File: config.mk
export PLATFORM = sky130hd
export DESIGN_NAME = fetch
export DESIGN_NICKNAME = d
export VERILOG_FILES = /design/src/rtl/fetch.sv
export SDC_FILE = /design/constraint.sdc
export NUM_CORES = 1
export LEC_CHECK = 0
export CAP_MARGIN = 20
export CORE_AREA = 2 2 145 147
export DETAILED_ROUTE_END_ITERATION = 16
export DIE_AREA = 0 0 147 149
export PLACE_DENSITY = 0.8
export SLEW_MARGIN = 20
export SYNTH_ARGS = -nofsm -noshare
export SYNTH_HDL_FRONTEND = slang
export SYNTH_SLANG_ARGS = --single-unit
File: constraint.sdc
create_clock -name clk -period 5.5 [get_ports clk]
set_input_delay 0.825 -clock clk [delete_from_list [all_inputs] [get_ports clk]]
set_output_delay 0.825 -clock clk [all_outputs]
set_load 0.005 [all_outputs]
File: src/rtl/fetch.sv
// Instruction-fetch stage: owns the PC, keeps one imem read in flight and buffers words for decode.
// Latency: imem_resp -> if_de_cword is 2 cycles minimum; stall holds output, redirect flushes everything.
package fetch_pkg;
    typedef struct packed {
        logic [31:0] pc;
        logic [31:0] inst;
        logic [4:0]  rd;
        logic [4:0]  rs1;
        logic [4:0]  rs2;
        logic [31:0] imm;
        logic [3:0]  alu_op;
    } rvga_cword;
endpackage

module fetch
    import fetch_pkg::*;
#(
    parameter logic [31:0] RESET_PC  = 32'h0000_0000,
    parameter int          BUF_DEPTH = 2,
    parameter logic [31:0] NOP_INST  = 32'h0000_0013
) (
    input  logic        clk,
    input  logic        rst_n,
    input  logic        stall,
    input  logic        redirect,
    input  logic [31:0] redirect_pc,
    output logic        imem_read,
    output logic [31:0] imem_addr,
    input  logic        imem_resp,
    input  logic [31:0] imem_rdata,
    output rvga_cword   if_de_cword
);
    localparam int PTR_W = $clog2(BUF_DEPTH);
    localparam int CNT_W = PTR_W + 1;
    localparam logic [CNT_W-1:0] DEPTH_C = CNT_W'(BUF_DEPTH);

    typedef enum logic [1:0] {S_REQ, S_FULL, S_DROP} state_t;

    state_t           state_q, state_d;
    logic [31:0]      pc_q, pc_d;
    logic [31:0]      addr_q, addr_d;
    logic             inflight_q, inflight_d;
    logic [CNT_W-1:0] cnt_q, cnt_d;
    logic [PTR_W-1:0] wr_ptr_q, wr_ptr_d;
    logic [PTR_W-1:0] rd_ptr_q, rd_ptr_d;
    logic [31:0]      buf_pc_q   [BUF_DEPTH];
    logic [31:0]      buf_pc_d   [BUF_DEPTH];
    logic [31:0]      buf_inst_q [BUF_DEPTH];
    logic [31:0]      buf_inst_d [BUF_DEPTH];
    rvga_cword        cword_q, cword_d;
    rvga_cword        nop_cword;
    logic             push;
    logic             pop;

    always_comb begin
        nop_cword      = '0;
        nop_cword.inst = NOP_INST;

        imem_read = rst_n && !redirect && (state_q == S_REQ) && (cnt_q < DEPTH_C);
        // The in-flight address is frozen so a redirect cannot disturb the memory handshake.
        imem_addr = inflight_q ? addr_q : pc_q;

        push = !redirect && (state_q == S_REQ) && imem_resp;
        pop  = !redirect && !stall && (cnt_q != '0);

        state_d    = state_q;
        pc_d       = pc_q;
        addr_d     = imem_addr;
        inflight_d = imem_resp ? 1'b0 : (inflight_q || imem_read);
        cnt_d      = cnt_q;
        wr_ptr_d   = wr_ptr_q;
        rd_ptr_d   = rd_ptr_q;
        buf_pc_d   = buf_pc_q;
        buf_inst_d = buf_inst_q;
        cword_d    = cword_q;

        if (redirect) begin
            pc_d     = {redirect_pc[31:2], 2'b00};
            cnt_d    = '0;
            wr_ptr_d = '0;
            rd_ptr_d = '0;
            cword_d  = nop_cword;
            state_d  = (inflight_q && !imem_resp) ? S_DROP : S_REQ;
        end else begin
            if (push) begin
                buf_pc_d[wr_ptr_q]   = pc_q;
                buf_inst_d[wr_ptr_q] = imem_rdata;
                wr_ptr_d             = wr_ptr_q + 1'b1;
                pc_d                 = pc_q + 32'd4;
            end
            if (pop) begin
                cword_d      = '0;
                cword_d.pc   = buf_pc_q[rd_ptr_q];
                cword_d.inst = buf_inst_q[rd_ptr_q];
                rd_ptr_d     = rd_ptr_q + 1'b1;
            end else if (!stall) begin
                cword_d = nop_cword;
            end
            cnt_d = cnt_q + {{PTR_W{1'b0}}, push} - {{PTR_W{1'b0}}, pop};

            case (state_q)
                S_REQ:   if (push && cnt_d == DEPTH_C) state_d = S_FULL;
                S_FULL:  if (pop) state_d = S_REQ;
                S_DROP:  if (imem_resp) state_d = S_REQ;
                default: state_d = S_REQ;
            endcase
        end
    end

    always_ff @(posedge clk) begin
        if (!rst_n) begin
            state_q    <= S_REQ;
            pc_q       <= RESET_PC;
            addr_q     <= RESET_PC;
            inflight_q <= 1'b0;
            cnt_q      <= '0;
            wr_ptr_q   <= '0;
            rd_ptr_q   <= '0;
            cword_q    <= nop_cword;
        end else begin
            state_q    <= state_d;
            pc_q       <= pc_d;
            addr_q     <= addr_d;
            inflight_q <= inflight_d;
            cnt_q      <= cnt_d;
            wr_ptr_q   <= wr_ptr_d;
            rd_ptr_q   <= rd_ptr_d;
            cword_q    <= cword_d;
        end
    end

    // Buffer storage needs no reset: occupancy alone decides what is valid.
    always_ff @(posedge clk) begin
        buf_pc_q   <= buf_pc_d;
        buf_inst_q <= buf_inst_d;
    end

    assign if_de_cword = cword_q;

endmodule

== After elaboration in Yosys (flattened, before gate mapping) ==
Cells that the tools add are included.
Word-level totals
  register bits: 263
  latch bits: 0
  memory bits (writable): 0
  memory bits (read-only): 0
  bits of input ports: 69
  output and inout bits: 148
  memories kept: 0
Operators by class
  add/sub/neg operators: 5
  $mul: 0
  divide/modulo/power cells: 0
  order comparisons: 4
  equal/unequal tests: 7
  shift-type cells: 0
  mux-type cells: 21
  bitwise gates (word level): 4
  reduce and logical (&&, ||, !) cells: 21
Operator list (number)
  32-bit two-way mux: 10
  115-bit two-way mux: 2
  64-bit bitwise mux: 2
  32-bit by 3-bit adder with 32-bit output (second input constant): 1
  32-bit demux with 1-bit select: 1
  1-bit logical AND: 10
  2-bit two-way mux: 5
  3-bit inequality test (second input constant): 2
  2-bit one-hot mux with 3 select lines: 1
  2-bit equality test (second input constant): 2
  2-bit greater-or-equal comparator (second input constant): 2
  1-bit NOT with 2-bit output: 2
  2-bit nonzero test: 2
  2-bit OR reduction: 2
  1-bit zero test: 3
  3-bit by 2-bit inequality test with 1-bit output (second input constant): 1
  3-bit AND reduction: 1
  1-bit adder (second input constant): 2
  2-bit by 1-bit adder with 2-bit output: 1
  2-bit by 1-bit equality test with 1-bit output (second input constant): 1
  2-bit zero test: 1
  2-bit by 1-bit less-than comparator with 1-bit output (second input constant): 1
  2-bit less-than comparator (second input constant): 1
  2-bit by 1-bit inequality test with 1-bit output (second input constant): 1
  other kinds (4): 5

== Longest topological paths before layout ==
  word-level depth: 10
  depth in mapped cells: 10

== Worst setup path before layout ==
OpenSTA, ideal clock, no wires.
  kind: input port to flip-flop
  from: input port imem_resp
  to: register buf_inst_q[32] (netlist name), enable pin
  setup time: 0.482 ns
  arrival: 4.125 ns
  data required time: 5.018 ns
  path slack: 0.892 ns
  stages on the path: 3
  buffers on the path: 0
  cell sequence: nor3b_1 nand2_1 nor2_1
On the way
  word-level cells in the longest chain between the ends: 2
Ends and longest elaborated chain
  start: declaration: RTL line 29  | input logic imem_resp,
  1-bit logical AND: RTL line 63  | push = !redirect && (state_q == S_REQ) && imem_resp;
  2-bit AND reduction (no source line)
  end signal: assignment: RTL line 135  | buf_inst_q <= buf_inst_d;
  end: declaration: RTL line 48  | logic [31:0] buf_inst_q [BUF_DEPTH];
Every way passes these cells.
A chain may end at the register's enable or synchronous reset.

== Final worst setup path ==
  from: input port redirect
  to: output port imem_read
On the way
  word-level cells in the longest chain between the ends: 4
Ends and longest elaborated chain
  start: declaration: RTL line 25  | input logic redirect,
  1-bit zero test: RTL line 59  | imem_read = rst_n && !redirect && (state_q == S_REQ) && (cnt_q < DEPTH_C);
  1-bit logical AND (3 in a row): RTL line 59
  end: declaration: RTL line 27  | output logic imem_read,
Every way passes these cells.

==> key figures <==
Logic synthesis
  • Yosys top cell area share: 36.43%
  • Yosys warns: 0
  • Cell taking the most area after synthesis: edfxtp_1
  • Syn_area_per_cell: 12.22 um^2
  • Cells after Synth: between 800 and 900
  • Top post-synthesis cells by area: edfxtp_1 (36%), dfxtp_1 (26%), mux2_2 (9.6%), a22oi_1 (4.3%), buf_4 (3.9%)
  • Post-synth EDFFs: roughly 120
  • Sequential area share after synthesis: between 60 and 70%
  • Synth Cell Area: 10220 um^2
  • Top_reg_cell synth: dfxtp_1
  • Count of different cell masters after synthesis: 45
  • FF+latch count, synth: 255
  • Ys async rst share: 0%

Timing
  • Worst Tran Pin Value: 980.3 ps
  • TNS Setup: 0 ps
  • RSZ-0062 raised after global routing: no
  • Fmax: 0.2768 GHz
  • Final Setup Violations: 0
  • Worst Slack Setup Final: roughly 1900 ps
  • Fin. Hold Viols: 0
  • Worst Skew: 6.823 ps
  • Final period util: 65.70%
  • Worst rel slew slack: ~34%
  • Min cycle time layout: ~3600 ps
  • Slew Limit Fails: 0

Hold path
  • Hold Path Stages: 1
  • Worst hold path type: flop to flop

Cells and area
  • Final Core Density: 62.22%
  • Layout area overhead: 25.16%
  • Diode count: 0
  • Most frequent cells in the layout: clkdlybuf4s50_1 (159), dfxtp_1 (130), edfxtp_1 (124)
  • Nets: 1049
  • Share of cells above drive strength 1: 14.94%
  • Filler Cells Inserted: 1629
  • Most common cell after layout, fill and taps aside: clkdlybuf4s50_1
  • Finished Cell Area: 12790 um^2

Global route
  • Vias in the first global route: 6619
  • Met3 usage: 3.761%
  • First-pass GRT wire length: 34490 um
  • Met1 usage: 26.67%
  • Largest net degree at the start of global routing: roughly 70
  • Initial antenna violation count: 0
  • GRT Util Overall: ~20%
  • Busiest layer in global routing: met2
  • GRT overflow: 0
  • GR Layer Usage met2: 32.46%

Setup path
  • Crit. End Element: output port
  • Critical Path AT: 2790 ps
  • Crit-path max FO: 31
  • CP Launch Type: primary input
  • Critical Path RT: 4680 ps
  • R2R depth: 4
  • Setup CP Type: primary input to output port

Clocking
  • Clock Pin Slew Worst Setup and Hold Paths: 60 ps
  • CTS H-tree depth: 1
  • Root Buffer: clkbuf_16
  • Post-CTS setup buffer count: 0
  • Longest Clk Path Bufs: 3
  • CTS tree: built
  • Total CTS buffers: 26
  • Clk sinks: around 260
  • Worst-Skew Late Latency: 520 ps
  • Resized cells post-CTS: 0
  • CTS Hold Buffers Added: 0

Outcome
  • Status: finished clean

Place
  • RD Place Congestion: 0.8012
  • Pre-CTS setup slack: between 1500 and 2000 ps
  • IO Port Bufs: 161
  • Area after DPL: roughly 12000 um^2
  • HPWL Detailed: 13650 um

Power and ir drop
  • Peak supply drop: about 0.00027 V
  • PwrDens: around 330 nW/um^2
  • Leakage power: around 4.5 nW

Floorplan
  • Rows: 53
  • Die height: 149 um
  • Die W: 147 um
  • IO Count: 217
  • DIE AREA: 21900 um^2
  • Starting density of the core: 49.71%
  • Floorplan core area: 20560 um^2

Route
  • Final WL: 21890 um
  • Vias/cell: approximately 5.4
  • Residual antenna-violating net count after detailed routing: 0
  • DRC Markers: 0
  • Routed vias: 6890
  • First DRT Iteration DRCs: 480
  • Wirelength per Cell: approximately 17 um
  • DR pass1 iterations: 5

Run
  • Max-Cap Viols: 0
==> cells by family (layout without fill, tap and decap cells) <==
kind of cell	after synthesis	after routing	synth area share, %
buf+inv	118	227	6.317
simple gates	229	229	11.57
flops	255	255	62.10
mux	91	91	9.978
fa+ha+maj	3	3	0.3673
compound gates	125	125	8.435
other cells	1	53	0.03669
xor+xnor	14	14	1.200
==> worst paths after layout <==
| path | startpoint | slack [ps] | endpoint |
|---|---|---|---|
| setup / recovery | redirect | 1890 | imem_read |
| hold / removal | addr_q[0] | 480 | addr_q[0] |
| setup reg to reg | state_q[1] | 2750 | buf_inst_q[34] |
| hold reg to reg | addr_q[0] | 480 | addr_q[0] |
==> cells in the mapped netlist, types with 2 or more instances <==
library cell  number
nor2_1            82
inv_1              8
nor4_1             7
o21ai_0           27
a22o_1             3
nand2b_1           2
edfxtp_1         124
or4_1              8
a21oi_1            8
a31oi_1            7
and2_1            32
a32oi_1            3
a22oi_1           59
nor4b_1            2
ha_1               3
and3_1            12
a311oi_1           4
buf_2              3
xor2_1             4
clkbuf_1          51
mux2_2            87
mux2i_1            4
nor2b_1            2
nand4_1           12
or3_1              7
nand2_1           22
nand3_1           16
o31ai_1            4
dfxtp_1          131
xnor2_1           10
buf_4             53
and4_1             7
buf_1              3
nor3_1            12
nor3b_1            3
a211oi_1           5
==> flip-flops by register name, summed over array words and instances, names as in the netlist <==
name         cells
pc_q            30
inflight_q       1
wr_ptr_q         1
addr_q          32
buf_inst_q      64
buf_pc_q        60
if_de_cword     62
rd_ptr_q         1
state_q          2
cnt_q            2
==> routing by layer <==
metal / share of wire [%] / vias up
li1: - / 3237
met1: 43 / 3378
met2: 48 / 243
met3: 6.8 / 32
met4: 1.5 / 0
met5: 0 / -
==> cell type report <==
cell class	count	area, um^2	share of cell area (%)
multi-input combinational	515	3440	26.89
timing repair buffer	171	1677	13.11
inverter	8	30.03	0.2348
sequential	255	6350	49.64
clock buffer	32	714.4	5.585
tap	275	344.1	2.690
clock inverter	16	236.5	1.849
==> power breakdown <==
part | internal, mW | leakage, nW | total (mW) | switching, mW
Clock | 1.20 | 0.463 | 1.91 | 0.709
Sequential | 2.06 | 2.21 | 2.10 | 0.0484
Combinational | 0.137 | 1.79 | 0.263 | 0.126
==> through the flow <==
stage / power (mW) / hold WS, ps / instances
2_1_floorplan: 2.295 / 420.2 / 888
3_3_place_gp: 2.397 / 464.8 / 1224
6_report: 4.281 / 484.1 / 1272
5_1_grt: 4.438 / 511.6 / 1272
3_5_place_dp: 2.407 / 470.5 / 1224
4_1_cts: 4.326 / 487.6 / 1272
==> critical path, stage by stage <==
cell	delay, ps
clkdlybuf4s50_1	400
buf_4	230
nand2b_2	220
nor4_1	470
clkdlybuf4s50_1	620
Note: power is estimated with default switching activity, not from simulation.
